### src/rtl/bit_serial_addsub_pkg.sv
// ---------------------------------------------------------------------------
// bsa_pkg
// Shared definitions for the bit-serial adder/subtractor.
//   state_t  : FSM state encoding (IDLE / SHIFT / DONE)
//   MODE_ADD : value of 'sub' that selects a + b
//   MODE_SUB : value of 'sub' that selects a - b
// ---------------------------------------------------------------------------
package bsa_pkg;

  typedef enum logic [1:0] {
    S_IDLE  = 2'd0,
    S_SHIFT = 2'd1,
    S_DONE  = 2'd2
  } state_t;

  localparam logic MODE_ADD = 1'b0;
  localparam logic MODE_SUB = 1'b1;

endpackage

### src/rtl/bit_serial_addsub_if.sv
// ---------------------------------------------------------------------------
// bit_serial_addsub_if
// Request/response bundle of the bit-serial adder/subtractor.
//   start  : request, only honoured while the unit is idle
//   sub    : 0 = a + b, 1 = a - b (captured with start)
//   a, b   : WIDTH-bit operands (captured with start)
//   busy   : high while bit pairs are being processed
//   done   : one-cycle pulse, result/cout/ovf valid
//   result : sum or difference, held until the next accepted start
//   cout   : final carry (for subtraction 1 = no borrow)
//   ovf    : signed two's-complement overflow
// Modports: master drives the request, slave is the arithmetic unit.
// ---------------------------------------------------------------------------
interface bit_serial_addsub_if #(
  parameter int WIDTH = 8
);

  logic             start;
  logic             sub;
  logic [WIDTH-1:0] a;
  logic [WIDTH-1:0] b;
  logic             busy;
  logic             done;
  logic [WIDTH-1:0] result;
  logic             cout;
  logic             ovf;

  modport master (
    output start, sub, a, b,
    input  busy, done, result, cout, ovf
  );

  modport slave (
    input  start, sub, a, b,
    output busy, done, result, cout, ovf
  );

endinterface

### src/rtl/bit_serial_addsub_fa_cell.sv
// ---------------------------------------------------------------------------
// fa_cell
// Single-bit full adder; the only arithmetic element of the serial unit.
//   i_a, i_b : operand bits
//   i_cin    : carry in
//   o_sum    : sum bit
//   o_cout   : carry out
// Purely combinational.
// ---------------------------------------------------------------------------
module fa_cell (
  input  logic i_a,
  input  logic i_b,
  input  logic i_cin,
  output logic o_sum,
  output logic o_cout
);

  assign o_sum  = i_a ^ i_b ^ i_cin;
  assign o_cout = (i_a & i_b) | (i_a & i_cin) | (i_b & i_cin);

endmodule

### src/rtl/bit_serial_addsub.sv
// ---------------------------------------------------------------------------
// bit_serial_addsub
// LSB-first serial adder/subtractor. Operands are loaded on an accepted
// start, then one bit pair per clock goes through a single full-adder cell
// whose carry is kept in a flop. The sum bits are collected MSB-first into
// a right-shifting result register, so after WIDTH shifts the word is
// aligned. A one-cycle done pulse reports result, cout and ovf.
//   clk   : rising-edge clock
//   rst_n : asynchronous active-low reset
//   bus   : request/response bundle (slave side)
// ---------------------------------------------------------------------------
module bit_serial_addsub
  import bsa_pkg::*;
#(
  parameter int WIDTH = 8
) (
  input  logic                 clk,
  input  logic                 rst_n,
  bit_serial_addsub_if.slave   bus
);

  localparam int                CNT_W = (WIDTH > 1) ? $clog2(WIDTH) : 1;
  localparam logic [CNT_W-1:0]  LAST  = CNT_W'(WIDTH - 1);

  state_t           r_state;
  logic [WIDTH-1:0] r_a;
  logic [WIDTH-1:0] r_b;
  logic [WIDTH-1:0] r_result;
  logic [CNT_W-1:0] r_cnt;
  logic             r_carry;
  logic             r_busy;
  logic             r_done;
  logic             r_cout;
  logic             r_ovf;

  logic             w_sum;
  logic             w_cout;

  fa_cell u_fa_cell (
    .i_a    (r_a[0]),
    .i_b    (r_b[0]),
    .i_cin  (r_carry),
    .o_sum  (w_sum),
    .o_cout (w_cout)
  );

  // Subtraction is a + ~b + 1: b is inverted at load time and the +1 comes
  // in as the initial carry. On the last bit r_carry is the carry into the
  // MSB, so XOR with the cell's carry out gives signed overflow.
  always_ff @(posedge clk or negedge rst_n) begin
    if (!rst_n) begin
      r_state  <= S_IDLE;
      r_a      <= '0;
      r_b      <= '0;
      r_result <= '0;
      r_cnt    <= '0;
      r_carry  <= 1'b0;
      r_busy   <= 1'b0;
      r_done   <= 1'b0;
      r_cout   <= 1'b0;
      r_ovf    <= 1'b0;
    end else begin
      unique case (r_state)
        S_IDLE: begin
          if (bus.start) begin
            r_a     <= bus.a;
            r_b     <= (bus.sub == MODE_SUB) ? ~bus.b : bus.b;
            r_carry <= bus.sub;
            r_cnt   <= '0;
            r_busy  <= 1'b1;
            r_state <= S_SHIFT;
          end
        end
        S_SHIFT: begin
          r_a      <= r_a >> 1;
          r_b      <= r_b >> 1;
          r_result <= {w_sum, r_result[WIDTH-1:1]};
          r_carry  <= w_cout;
          r_cnt    <= r_cnt + CNT_W'(1);
          if (r_cnt == LAST) begin
            r_cout  <= w_cout;
            r_ovf   <= r_carry ^ w_cout;
            r_busy  <= 1'b0;
            r_done  <= 1'b1;
            r_state <= S_DONE;
          end
        end
        S_DONE: begin
          r_done  <= 1'b0;
          r_state <= S_IDLE;
        end
        default: begin
          r_busy  <= 1'b0;
          r_done  <= 1'b0;
          r_state <= S_IDLE;
        end
      endcase
    end
  end

  assign bus.busy   = r_busy;
  assign bus.done   = r_done;
  assign bus.result = r_result;
  assign bus.cout   = r_cout;
  assign bus.ovf    = r_ovf;

endmodule

### src/flat_wrapper.sv
// flat-port wrapper written by rule: the top's interface ports become plain ports
module bit_serial_addsub_flat import bsa_pkg::*;
#(
  parameter int WIDTH = 8
)
  (clk, rst_n, bus_start, bus_sub, bus_a, bus_b, bus_busy, bus_done, bus_result, bus_cout, bus_ovf);
  bit_serial_addsub_if #(.WIDTH(WIDTH)) bus_i ();
  input  logic clk;
  input  logic rst_n;
  input wire logic [$bits(bus_i.start)-1:0] bus_start;
  input wire logic [$bits(bus_i.sub)-1:0] bus_sub;
  input wire logic [$bits(bus_i.a)-1:0] bus_a;
  input wire logic [$bits(bus_i.b)-1:0] bus_b;
  output wire logic [$bits(bus_i.busy)-1:0] bus_busy;
  output wire logic [$bits(bus_i.done)-1:0] bus_done;
  output wire logic [$bits(bus_i.result)-1:0] bus_result;
  output wire logic [$bits(bus_i.cout)-1:0] bus_cout;
  output wire logic [$bits(bus_i.ovf)-1:0] bus_ovf;
  assign bus_i.start = bus_start;
  assign bus_i.sub = bus_sub;
  assign bus_i.a = bus_a;
  assign bus_i.b = bus_b;
  assign bus_busy = bus_i.busy;
  assign bus_done = bus_i.done;
  assign bus_result = bus_i.result;
  assign bus_cout = bus_i.cout;
  assign bus_ovf = bus_i.ovf;
  bit_serial_addsub #(.WIDTH(WIDTH)) u_core (.clk(clk), .rst_n(rst_n), .bus(bus_i));
endmodule
### config.mk
export PLATFORM = sky130hd
export DESIGN_NAME = bit_serial_addsub_flat
export DESIGN_NICKNAME = d
export VERILOG_FILES = /design/src/rtl/bit_serial_addsub_pkg.sv /design/src/rtl/bit_serial_addsub_if.sv /design/src/rtl/bit_serial_addsub_fa_cell.sv /design/src/rtl/bit_serial_addsub.sv /design/src/flat_wrapper.sv
export SDC_FILE = /design/constraint.sdc
export NUM_CORES = 1
export LEC_CHECK = 0
export BUFFER_PORTS_ARGS = -buffer_cell sky130_fd_sc_hd__buf_2
export CORE_MARGIN = 1
export CORE_UTILIZATION = 42
export CTS_BUF_LIST = sky130_fd_sc_hd__clkbuf_8
export CTS_CLUSTER_DIAMETER = 200
export DETAILED_ROUTE_END_ITERATION = 10
export HOLD_SLACK_MARGIN = 0.08
export PLACE_DENSITY = 0.65
export SLEW_MARGIN = 20
export SYNTH_ARGS = -nofsm -noshare
export SYNTH_HDL_FRONTEND = slang
export SYNTH_SLANG_ARGS = --single-unit
export TNS_END_PERCENT = 5
### constraint.sdc
create_clock -name clk -period 3.7 [get_ports clk]
set_clock_uncertainty 0.1 [all_clocks]
set_input_delay 0.37 -clock clk [delete_from_list [all_inputs] [get_ports clk]]
set_output_delay 0.37 -clock clk [all_outputs]
set_load 0.01 [all_outputs]
==> impl_metrics.json, run 1 <==
{
  "antenna_found_initial": 0,
  "drcViolationCount": 0,
  "vdd_drop_max_v": 0.000317,
  "area_growth_pct": 17.2,
  "rsz0062_at_grt": "no",
  "path_class": "reg2reg",
  "critPathTopFamily": "flip-flops",
  "synth_nets": 168,
  "worst_r2r_startpoint": "u_core.r_state[0]",
  "p_leak_nw": 0.899,
  "worstHoldStart": "bus_a[7]",
  "overflow": 0,
  "grt_pass1_vias": 1104,
  "cts_resized": 0,
  "die-area_um2": 3920,
  "finalInstanceArea_um2": 1810,
  "syn-cell-area_um2": 1540,
  "cts_max_path_buffers": 2,
  "core_um2": 3420,
  "cp_num_buf_inv": 1,
  "final_antenna_net_count": 0,
  "syn_inst": 145,
  "cts_buffers": 5,
  "initial_core_util": 0.452,
  "post-route-util": 0.529,
  "synthTopCellsByArea": "dfrtp_1 (55%), nand2_1 (8.5%), xor2_1 (4.5%)",
  "r2r.worst_path.cells": 3,
  "setup_viol": 0,
  "first_pass_iters": 4,
  "hold_violations": 0,
  "port_buffers": 31,
  "crit_path_start_kind": "flip-flop",
  "hold_path_depth": 2,
  "critPathMaxFanout": 18,
  "slew_violations": 0,
  "drive_above_1_share": 0.233,
  "whs_ns": 0.246,
  "clkSlewWorstSetupHoldPaths_ns": 0.07,
  "drt_iter0_markers": 56,
  "fin_nets": 198,
  "boundaryPins": 32,
  "hold_path_end": "u_core.r_a[7]",
  "cts_tree": "done",
  "worstSkewPairLatency_ns": 0.28,
  "vias": 1156,
  "routedWlPerCell_um": 12.9,
  "yosysTopAreaCellShare": 0.552,
  "fin_crit_ns": 1.85,
  "path_cells": "nor2b_1 > a222oi_1 > inv_1",
  "fin_crit_sh": 0.501,
  "die_w_um": 62.6,
  "crit_slowest_cell": "dfrtp_1",
  "grtUsageTotal": 0.167,
  "power.density_nw_per_um2": 769,
  "reg2reg_slack_ns": 1.85,
  "ys_ff_latch": 34,
  "grt_pass1_wl_um": 5020,
  "crit_required_ns": 3.82,
  "clock-sinks": 34,
  "cts_max_level": 2,
  "wirelength_um": 2870,
  "yosysSeqAreaShare": 0.552,
  "hold_path_class": "in2reg",
  "gp_congestion": 0.769,
  "hpwl_um": 1980,
  "synth_cell_types": 29,
  "row_count": 21,
  "tns_ns": 0,
  "die_y_um": 62.6,
  "tightestPinTransition_ns": 0.780,
  "relSlewSlack": 0.479,
  "worst_path_largest_cell_delay_ns": 0.72,
  "maxCapViolations": 0,
  "cp-end-kind": "flip-flop",
  "grt_max_degree": 35,
  "yosys.area.top_type": "dfrtp_1",
  "worstPathArrival_ns": 1.98,
  "outcome": "completed",
  "fmax_mhz": 539,
  "r2r_end": "u_core.r_b[6]",
  "post_cts_buffers": 0,
  "placed_area_um2": 1710,
  "diodes": 0,
  "cts_root_buffer": "clkbuf_8",
  "yosysWarnings": 0,
  "viasPerCell": 5.21,
  "avgSynthCellArea_um2": 10.6
}
layer usage:
metal / global-route usage / wire length (um) / vias to the layer above
li1: - / - / 564
met1: 0.223 / 1370 / 550
met2: 0.240 / 1270 / 36
met3: 0.0693 / 183 / 6
met4: 0.0640 / 51 / 0
met5: 0 / 0 / -
cell usage after synthesis:
cell type and n:
dfrtp_1 34, fa_1 1, buf_4 2, nor3b_1 6
inv_1 3, buf_2 6, nand3_1 1, a22oi_1 8
clkinv_1 1, nor2b_1 3, nor3b_2 1, a32o_1 1
a22o_1 2, a21oi_1 3, clkbuf_1 1, xnor2_1 1
nand2b_1 1, a221o_1 6, nand3b_1 1, a222oi_1 1
o21bai_4 1, o2bb2ai_1 1, nand2_1 35, ha_1 2
o21ai_0 10, xor2_1 8, mux2_2 1, o21ai_1 1
nor2_1 3
final cells by class:
cell class	count	area [um^2]
clock buffer	6	82.6
tap	46	57.6
inverter	4	15.0
multi-input combinational	98	628
sequential	34	851
timing repair buffer	32	165
clock inverter	2	8.76
fill	310	1610
worst max path at each step:
stage | start | end | cells past startpoint
final | u_core.r_state[0] | u_core.r_b[6] | 3
after global routing | u_core.r_state[0] | u_core.r_b[6] | 3
after CTS | u_core.r_state[0] | u_core.r_b[6] | 3
after detailed placement | u_core.r_state[0] | u_core.r_b[6] | 3
after global placement | u_core.r_state[0] | u_core.r_b[6] | 3
after floorplan | u_core.r_cnt[0] | u_core.bus.cout | 4
placed cells by master (no fill, tap or decap), drive strengths merged, types with 4 or more instances in the layout:
cell,count
inv,4
a22oi,8
buf,31
clkbuf,6
a221o,6
nor3b,7
nand2,35
dfrtp,34
xor2,8
o21ai,11
metrics by stage:
| stage | setup WS [ns] | instances | total power, mW |
|---|---|---|---|
| floorplan | 2.25 | 145 | 0.987 |
| global placement | 1.98 | 213 | 1.10 |
| detailed placement | 1.87 | 213 | 1.13 |
| CTS | 1.86 | 222 | 1.40 |
| global route | 1.71 | 222 | 1.50 |
| finish | 1.85 | 222 | 1.39 |
logic make-up after synthesis:
| logic type | share of synthesized area |
|---|---|
| adder cells (fa/ha/maj) | 0.0292 |
| XOR/XNOR | 0.0511 |
| buffers and inverters | 0.0414 |
| multiplexers | 0.00730 |
| AND/OR/NAND/NOR | 0.154 |
| flip-flops | 0.552 |
| AO/OA/AOI/OAI | 0.165 |
power breakdown:
group          switching (mW)  total (mW)  leakage [nW]  internal [mW]
Clock                   0.126       0.273        0.0524          0.147
Sequential              0.125       0.649         0.433          0.524
Combinational           0.253       0.467         0.414          0.215
Total                   0.504        1.39         0.899          0.886
repair_timing:
action | in CTS | in global routing
hold endpoints to repair | 34 | 0
setup endpoints to repair | 0 | 0
hold buffers | 1 | 0
registers in the layout, summed over array words and instances (netlist names):
name,flops
u_core.bus.result,8
u_core.r_cnt,3
u_core.r_state,2
u_core.bus.ovf,1
u_core.r_a,8
u_core.bus.cout,1
u_core.bus.busy,1
u_core.r_carry,1
u_core.r_b,8
u_core.bus.done,1
No activity file was read; power rests on OpenSTA's default activity.
==> inputs of run 2 (changes only) <==
- PLACE_DENSITY: 0.65 -> 0.67
- clock period: 3.7 -> 1.7 ns (I/O delays scaled with it)
==> run 2 against run 1 <==
Largest power group unchanged. Largest cell class unchanged. Critical path type unchanged. Final area rose by 4.8%. Critical path depth rose by 1. Global-route usage rose by 0.68 points. Sequential power rose by 110%. Via count rose by 2.9%. Sequential share of layout area fell by 2.2 points. Maximum frequency rose by 18%. Routed wire length rose by 4.3%. Register-to-register slack got worse by 1.7 ns. Sequential cell count did not move. Highest routed layer unchanged. Clock power rose by 120%.
==> impl_metrics.json, run 2 (same netlist as run 1, synthesis figures left out) <==
{
  "outcome": "completed",
  "maxCapViolations": 0,
  "relSlewSlack": 0.508,
  "fill_cells": 326,
  "path_class": "reg2reg",
  "fin_crit_ns": 1.57,
  "routed-wl-met2_um": 1420,
  "multi_input_area_um2": 631,
  "overflow": 0,
  "drcViolationCount": 0,
  "crit_path_start_kind": "flip-flop",
  "mostFrequentLayoutCell": "nand2_1",
  "wl_met1_um": 1360,
  "worstSkewPairLatency_ns": 0.28,
  "tightestPinTransition_ns": 0.738,
  "regArea_um2": 851,
  "wirelength_um": 2990,
  "power.density_nw_per_um2": 1640,
  "cts_tree": "done",
  "p_leak_nw": 0.947,
  "post_cts_buffers": 0,
  "whs_ns": 0.0915,
  "viasPerCell": 5.13,
  "placed_cells": 219,
  "core_um2": 3420,
  "gp_congestion": 0.741,
  "finalInstanceArea_um2": 1900,
  "vdd_drop_max_v": 0.000625,
  "post-route-util": 0.555,
  "placed_area_um2": 1750,
  "port_buffers": 31,
  "initial_core_util": 0.452,
  "hpwl_um": 2100,
  "diodes": 0,
  "wl_met3_um": 167,
  "dpl_worst_slack_ns": 0.0435,
  "drive_above_1_share": 0.258,
  "vias": 1190,
  "final_antenna_net_count": 0,
  "crit_required_ns": 1.76,
  "worst_path_largest_cell_delay_ns": 0.40,
  "fin_nets": 208,
  "top_layer_used": "met4",
  "die_w_um": 62.6,
  "crit_slowest_cell": "dfrtp_1",
  "first_pass_iters": 7,
  "grt_pass1_wl_um": 5240,
  "cts_buffers": 5,
  "fmax_mhz": 639,
  "grtUsageTotal": 0.174,
  "fin_crit_sh": 0.921,
  "boundaryPins": 32,
  "path_cells": "ha_1 > ha_1 > nand3b_1 > mux2_2",
  "rsz0062_at_grt": "no",
  "critPathMaxFanout": 4,
  "hold_violations": 0,
  "die-area_um2": 3920,
  "clock-sinks": 34,
  "setup_viol": 0,
  "cts_root_buffer": "clkbuf_8",
  "cp-end-kind": "flip-flop",
  "cts_max_path_buffers": 2,
  "routedWlPerCell_um": 12.9,
  "worstPathArrival_ns": 1.63,
  "cts_max_level": 2,
  "die_y_um": 62.6,
  "row_count": 21,
  "layout_common_cells": "nand2_1 (35), dfrtp_1 (34), buf_2 (31)",
  "slew_violations": 0,
  "grt_pass1_vias": 1123,
  "final_cells": 232,
  "tns_ns": 0,
  "cp_common_cell": "ha_1",
  "clkSlewWorstSetupHoldPaths_ns": 0.06,
  "grt_max_degree": 35,
  "fin_total_pwr_mw": 3.11,
  "layout_setup_ws_ns": 0.134,
  "drt_iter0_markers": 103,
  "hold_path_class": "in2reg",
  "antenna_found_initial": 0,
  "area_growth_pct": 22.9
}
## run 2: cell count changes in the layout (fill, tap and decap cells not counted), sizes merged
cell,change
buf,+6
dlygate4sd3,+4
## run 2: worst max-delay path, delay by kind of cell, from the launching register on
kind / cells / cell delay [ns]
adders and majority gates: 2 / 0.43
DFF: 1 / 0.40
muxes: 1 / 0.35
and+or+nand+nor: 1 / 0.17
## run 2: power by group
part	internal [mW]	switching [mW]
Clock	0.320	0.272
Sequential	1.14	0.241
Combinational	0.535	0.600
Total	2.00	1.11
## run 2: area by class of cell
class	count	share of cell area
clock inverters	2	0.00462
multi-input cells	98	0.333
repair buffers	42	0.132
clock buffers	6	0.0436
well taps	46	0.0304
inverters	4	0.00792
flip-flops and latches	34	0.449
## run 2: timing repair
item | in CTS | in global routing
endpoints found under the hold margin | 38 | 0
endpoints found under the setup margin | 1 | 0
hold buffers | 5 | 0
gates resized for setup | 1 | 0
## run 2: worst paths after layout
check | from | to | slack, ns | cells after the start
worst min register to register | u_core.bus.ovf | u_core.bus.ovf | 0.38 | 2
worst max-delay path | u_core.r_cnt[0] | u_core.bus.cout | 0.13 | 4
worst max register to register | u_core.r_cnt[0] | u_core.bus.cout | 0.13 | 4
min in group asynchronous | rst_n | u_core.r_a[6] | 0.39 | 2
max in group asynchronous | rst_n | u_core.r_b[3] | 0.64 | 2
worst min-delay path | bus_a[0] | u_core.r_a[0] | 0.09 | 3
## run 2: routing by layer
metal | GRT usage | vias up
met1 | 0.236 | 567
li1 | - | 580
met3 | 0.0566 | 5
met4 | 0.0610 | 0
met2 | 0.261 | 38
met5 | 0 | -
